`config.mk`:
```
export PLATFORM = sky130hd
export DESIGN_NAME = ifetch_queue
export DESIGN_NICKNAME = d
export VERILOG_FILES = /design/src/rtl/ifetch_queue_pkg.sv /design/src/rtl/ifq_ring.sv /design/src/rtl/ifetch_queue.sv
export SDC_FILE = /design/constraint.sdc
export NUM_CORES = 1
export LEC_CHECK = 0
export BUFFER_PORTS_ARGS = -buffer_cell sky130_fd_sc_hd__clkbuf_2
export CORE_MARGIN = 5
export CORE_UTILIZATION = 62
export DETAILED_ROUTE_END_ITERATION = 8
export PLACE_DENSITY = 0.88
export SLEW_MARGIN = 0
export SYNTH_ARGS = -nofsm -noshare
export SYNTH_HDL_FRONTEND = slang
export SYNTH_SLANG_ARGS = --single-unit
```
`constraint.sdc`:
```
create_clock -name clk -period 11.3 [get_ports clk]
set_input_delay 2.26 -clock clk [delete_from_list [all_inputs] [get_ports clk]]
set_output_delay 2.26 -clock clk [all_outputs]
set_load 0.02 [all_outputs]
```
`src/rtl/ifetch_queue_pkg.sv`:
```
// Shared types for the instruction-fetch queue: bus request/response,
// queued fetch entry and fetch FSM state encoding.
package ifetch_queue_pkg;

  typedef struct packed {
    logic        valid;
    logic [63:0] addr;
  } ibus_req_t;

  typedef struct packed {
    logic        data_ok;
    logic [31:0] data;
  } ibus_resp_t;

  typedef struct packed {
    logic [63:0] pc;
    logic [31:0] instr;
  } fetch_entry_t;

  typedef logic [1:0] fq_state_t;

  localparam fq_state_t FQ_IDLE = 2'd0;
  localparam fq_state_t FQ_WAIT = 2'd1;
  localparam fq_state_t FQ_DROP = 2'd2;

endpackage

```
`src/rtl/ifq_ring.sv`:
```
// DEPTH-entry ring buffer of fetch entries; clear dominates push and pop.
// The caller never pushes when full unless it also pops in the same cycle.
module ifq_ring
  import ifetch_queue_pkg::*;
#(
  parameter int DEPTH = 4
) (
  input  logic                     clk,
  input  logic                     reset,
  input  logic                     push,
  input  logic                     pop,
  input  logic                     clear,
  input  fetch_entry_t             din,
  output fetch_entry_t             dout,
  output logic [$clog2(DEPTH):0]   count
);

  localparam int AW = $clog2(DEPTH);
  localparam int CW = AW + 1;

  fetch_entry_t    mem [DEPTH];
  logic [AW-1:0]   head;
  logic [AW-1:0]   tail;

  always_ff @(posedge clk) begin
    if (reset || clear) begin
      head  <= '0;
      tail  <= '0;
      count <= '0;
    end else begin
      if (push) tail <= tail + 1'b1;
      if (pop)  head <= head + 1'b1;
      count <= count + CW'(push) - CW'(pop);
    end
  end

  always_ff @(posedge clk) begin
    if (push && !clear && !reset) mem[tail] <= din;
  end

  assign dout = mem[head];

endmodule

```
`src/rtl/ifetch_queue.sv`:
```
// Instruction-fetch queue: owns the fetch PC, keeps one ibus request in
// flight and buffers returned instructions with their PCs for the IF stage.
module ifetch_queue
  import ifetch_queue_pkg::*;
#(
  parameter int          DEPTH    = 4,
  parameter logic [63:0] RESET_PC = 64'h8000_0000
) (
  input  logic                    clk,
  input  logic                    reset,
  output ibus_req_t               ireq,
  input  ibus_resp_t              iresp,
  input  logic                    redirect_valid,
  input  logic [63:0]             redirect_pc,
  output logic                    out_valid,
  output logic [63:0]             out_pc,
  output logic [31:0]             out_instr,
  input  logic                    out_ready,
  output fq_state_t               dbg_state,
  output logic [$clog2(DEPTH):0]  dbg_count
);

  localparam int CW = $clog2(DEPTH) + 1;

  fq_state_t      state;
  logic [63:0]    fetch_pc;
  logic [63:0]    req_addr;
  logic [CW-1:0]  count;
  logic           issue;
  logic           push;
  logic           pop;
  fetch_entry_t   head;

  // Handshakes: ireq.valid, once raised, holds with a stable addr until the
  // cycle iresp.data_ok is 1; the head transfers when out_valid && out_ready.
  always_comb begin
    issue      = (state == FQ_IDLE) && (count < CW'(DEPTH)) && !redirect_valid;
    ireq.valid = !reset && (issue || (state != FQ_IDLE));
    ireq.addr  = (state == FQ_IDLE) ? fetch_pc : req_addr;
  end

  assign push = (state == FQ_WAIT) && iresp.data_ok && !redirect_valid;
  assign pop  = out_valid && out_ready;

  always_ff @(posedge clk) begin
    if (reset) begin
      state    <= FQ_IDLE;
      fetch_pc <= RESET_PC;
      req_addr <= '0;
    end else if (redirect_valid) begin
      fetch_pc <= redirect_pc;
      // An outstanding request must still complete on the bus; its data is discarded.
      if (state != FQ_IDLE) state <= iresp.data_ok ? FQ_IDLE : FQ_DROP;
    end else begin
      case (state)
        FQ_IDLE: begin
          if (issue) begin
            req_addr <= fetch_pc;
            fetch_pc <= fetch_pc + 64'd4;
            state    <= FQ_WAIT;
          end
        end
        FQ_WAIT, FQ_DROP: begin
          if (iresp.data_ok) state <= FQ_IDLE;
        end
        default: state <= FQ_IDLE;
      endcase
    end
  end

  ifq_ring #(.DEPTH(DEPTH)) u_ring (
    .clk   (clk),
    .reset (reset),
    .push  (push),
    .pop   (pop),
    .clear (redirect_valid),
    .din   ({req_addr, iresp.data}),
    .dout  (head),
    .count (count)
  );

  assign out_valid = (count != '0);
  assign out_pc    = head.pc;
  assign out_instr = head.instr;
  assign dbg_state = state;
  assign dbg_count = count;

endmodule
```
==> out/metrics.cfg <==
[layout]
final_common_cell=edfxtp_1
final_cell_mix=384 x edfxtp_1, 266 x clkbuf_2, 179 x nand2_1
fin_nets=1778
fin_cells=2160
syn2layout_area_growth_pct=15.5
drive_above_1_share_pct=31.6

[cts]
htreeDepth=2
clk_latency_ps=560
cts_buffer_depth=3
clk_pin_slew_ps=60
cts.sink_count=523
cts-root-buf=clkbuf_16
cts_hold_buf=0
numCtsBuffers=51
cts_resized=0
cts_tree=done
cts_setup_buffers=0

[floorplan]
ios=268
start_util_pct=63.1
dieArea_sq_um=38100
die_y_um=195
rows=67
coreArea_sq_um=33700
die_w_um=195

[global_routing]
grt_overflow_total=0
grt_pass1_vias=13900
grt_pass1_wl_um=82700
grt_antenna_before_repair=6
grt_usage_pct=27.8
grt_max_degree=93

[setup_path]
rr_startpoint=dbg_state[1]$_SDFFE_PP0P_
r2r.worst_path.cells=9
critPathLaunchType=flop
worstPathCellList=inv_1 > ha_4 > buf_4 > nor2b_1 > nand2_2 > buf_4 > a21oi_1 > clkbuf_2
slowest_delay_ps=770
cp-startpoint=dbg_state[1]$_SDFFE_PP0P_
critical_path_arrival_ps=3550
critPathSlowestCell=buf_4
crit_type=flop to output pin
regToRegSetupSlack_ps=7340
critPathMostFrequentCell=buf_4
setup.worst_path.end=ireq[64]
crit_path_end_kind=output pin
required_ps=9040
path_max_fanout=74
r2r-end=fetch_pc[31]$_SDFFE_PP1P_

[timing]
rsz0062_at_grt=no
drv_slew=0
setup_viol=0
slew_headroom_pct=30.5
min_period_ps=5810
skew_ps=10.5
hold_viol_final=0
tightestPinTransition_ps=1040
fin_tns_setup_ps=0
finalCritPeriodShare_pct=51.4
timing.fmax_mhz=172

[synth]
synth_area_sq_um=21300
ys_ff_latch=523
yosys_warnings=0
syn_nets=1541
syn_avg_cell_area_sq_um=14.9
synth_edf_count=384
synth_cell_types=70
synth_flop_cell=edfxtp_1
synthCells=1430
synth_seq_area_share_pct=67.3
async_flop_share_pct=0

[power_and_ir_drop]
power_density_nw_per_um2=166
ir_worst_vdd_mv=0.129
p_leak_nw=8.73

[run]
cap_violations=0

[placement]
io_buffers=267
dp.cells=2062
hpwl_um=33200
globalplace.congestion=0.905

[route]
drt_iter0_drc=1067
routed.top_layer=met5
dr_wl_met3_um=4350
dr.pass1.iters=5
dr_total_vias=13500
m1WireLength_um=20500
vias_per_cell=6.27
wl_met2_um=26500
wl_per_cell_um=24.8
antenna_left=0
route.detailed.drc=0
routed_wl_um=53700

[outcome]
status=finished, final reports clean

[worst_hold_path]
hold_class=flop to flop

[registers in the layout, indices dropped and copies added (netlist names), named ones only]
signal and cells:
u_ring.head 2, dbg_state 2, req_addr 64, u_ring.mem 384
u_ring.count 3, fetch_pc 64, u_ring.tail 2
[layout make-up]
cell class              count  area [sq um]
well taps                 448           561
inverters                  21          78.8
flip-flops and latches    523         14300
clock buffers              67          1390
clock inverters            27           243
repair buffers            282          1450
diodes                      4          10.0
multi-input cells         788          6530
fillers                  2123          9120
[metrics by stage]
stage | utilization (%) | hold slack, ps | worst slack (ps) | total power [mW] | area, sq um
2_1_floorplan | - | 441 | 5540 | 2.35 | 21300
3_3_place_gp | 68.1 | 457 | 5570 | 2.45 | 22900
3_5_place_dp | 68.1 | 455 | 5550 | 2.47 | 22900
4_1_cts | 72.9 | 468 | 5510 | 4.10 | 24600
5_1_grt | 72.9 | 498 | 5300 | 4.22 | 24600
6_report | 72.9 | 466 | 5490 | 4.08 | 24600
[cell usage after synthesis (all sizes together) (2+ instances only)]
cell type	count	area [sq um]
o311ai	4	35.0
o311a	2	21.3
or3	6	42.5
a2111oi	7	73.8
a21oi	83	415
nor2	62	233
o21ai	7	35.0
and3	18	114
nand3	25	125
or2	2	12.5
nand2	181	682
and4	12	105
edfxtp	384	11500
inv	21	78.8
nor3b	4	30.0
mux2i	9	90.1
and2	7	43.8
o31a	2	17.5
xnor2	15	131
nor2b	4	25.0
nor3	19	95.1
or4b	2	20.0
mux2	65	732
nand4	35	240
a211oi	24	180
mux4	96	2160
a31oi	4	25.0
nor4bb	2	20.0
dfxtp	139	2780
or4	4	33.8
nor4b	2	23.8
clkbuf	56	211
xor2	22	193
o211ai	8	60.1
a311oi	5	43.8
nand2b	5	31.3
ha	9	113
nor4	21	138
buf	42	186
[cell families after synthesis]
| kind of cell | Yosys count | synth area share (%) |
|---|---|---|
| buffers and inverters | 119 | 2.24 |
| AOI/OAI and AO/OA | 156 | 4.68 |
| muxes | 170 | 14.0 |
| adders and majority gates | 10 | 0.623 |
| xor gates and xnor gates | 37 | 1.52 |
| DFF | 523 | 67.3 |
| and+or+nand+nor | 415 | 9.63 |
[critical path: cells and delay by family, from the launching register on]
| kind | cells | cell delay (ps) |
|---|---|---|
| AO/OA/AOI/OAI | 1 | 240 |
| adder cells (fa/ha/maj) | 1 | 140 |
| buffers and inverters | 4 | 1460 |
| flip-flops | 1 | 330 |
| AND/OR/NAND/NOR | 2 | 740 |
[worst min path at each step]
stage,from,to,slack [ps],cells after the start
CTS,fetch_pc[1]$_SDFFE_PP0P_,req_addr[1]$_SDFFE_PP0P_,470,2
finish,fetch_pc[1]$_SDFFE_PP0P_,req_addr[1]$_SDFFE_PP0P_,470,2
detailed placement,fetch_pc[1]$_SDFFE_PP0P_,req_addr[1]$_SDFFE_PP0P_,460,2
floorplan,fetch_pc[0]$_SDFFE_PP0P_,req_addr[0]$_SDFFE_PP0P_,440,2
global route,fetch_pc[1]$_SDFFE_PP0P_,req_addr[1]$_SDFFE_PP0P_,500,2
global placement,fetch_pc[1]$_SDFFE_PP0P_,req_addr[1]$_SDFFE_PP0P_,460,2
[per-layer routing]
metal	vias up	global-route usage, %
li1	5981	-
met1	6781	37.1
met2	641	45.9
met3	134	5.88
met4	4	10.4
met5	-	0
[report_power, final]
group	internal [mW]	total, mW	switching, mW
Clock	0.955	1.65	0.695
Sequential	2.09	2.14	0.0518
Combinational	0.106	0.288	0.182
Note: power is estimated with default switching activity, not from simulation.
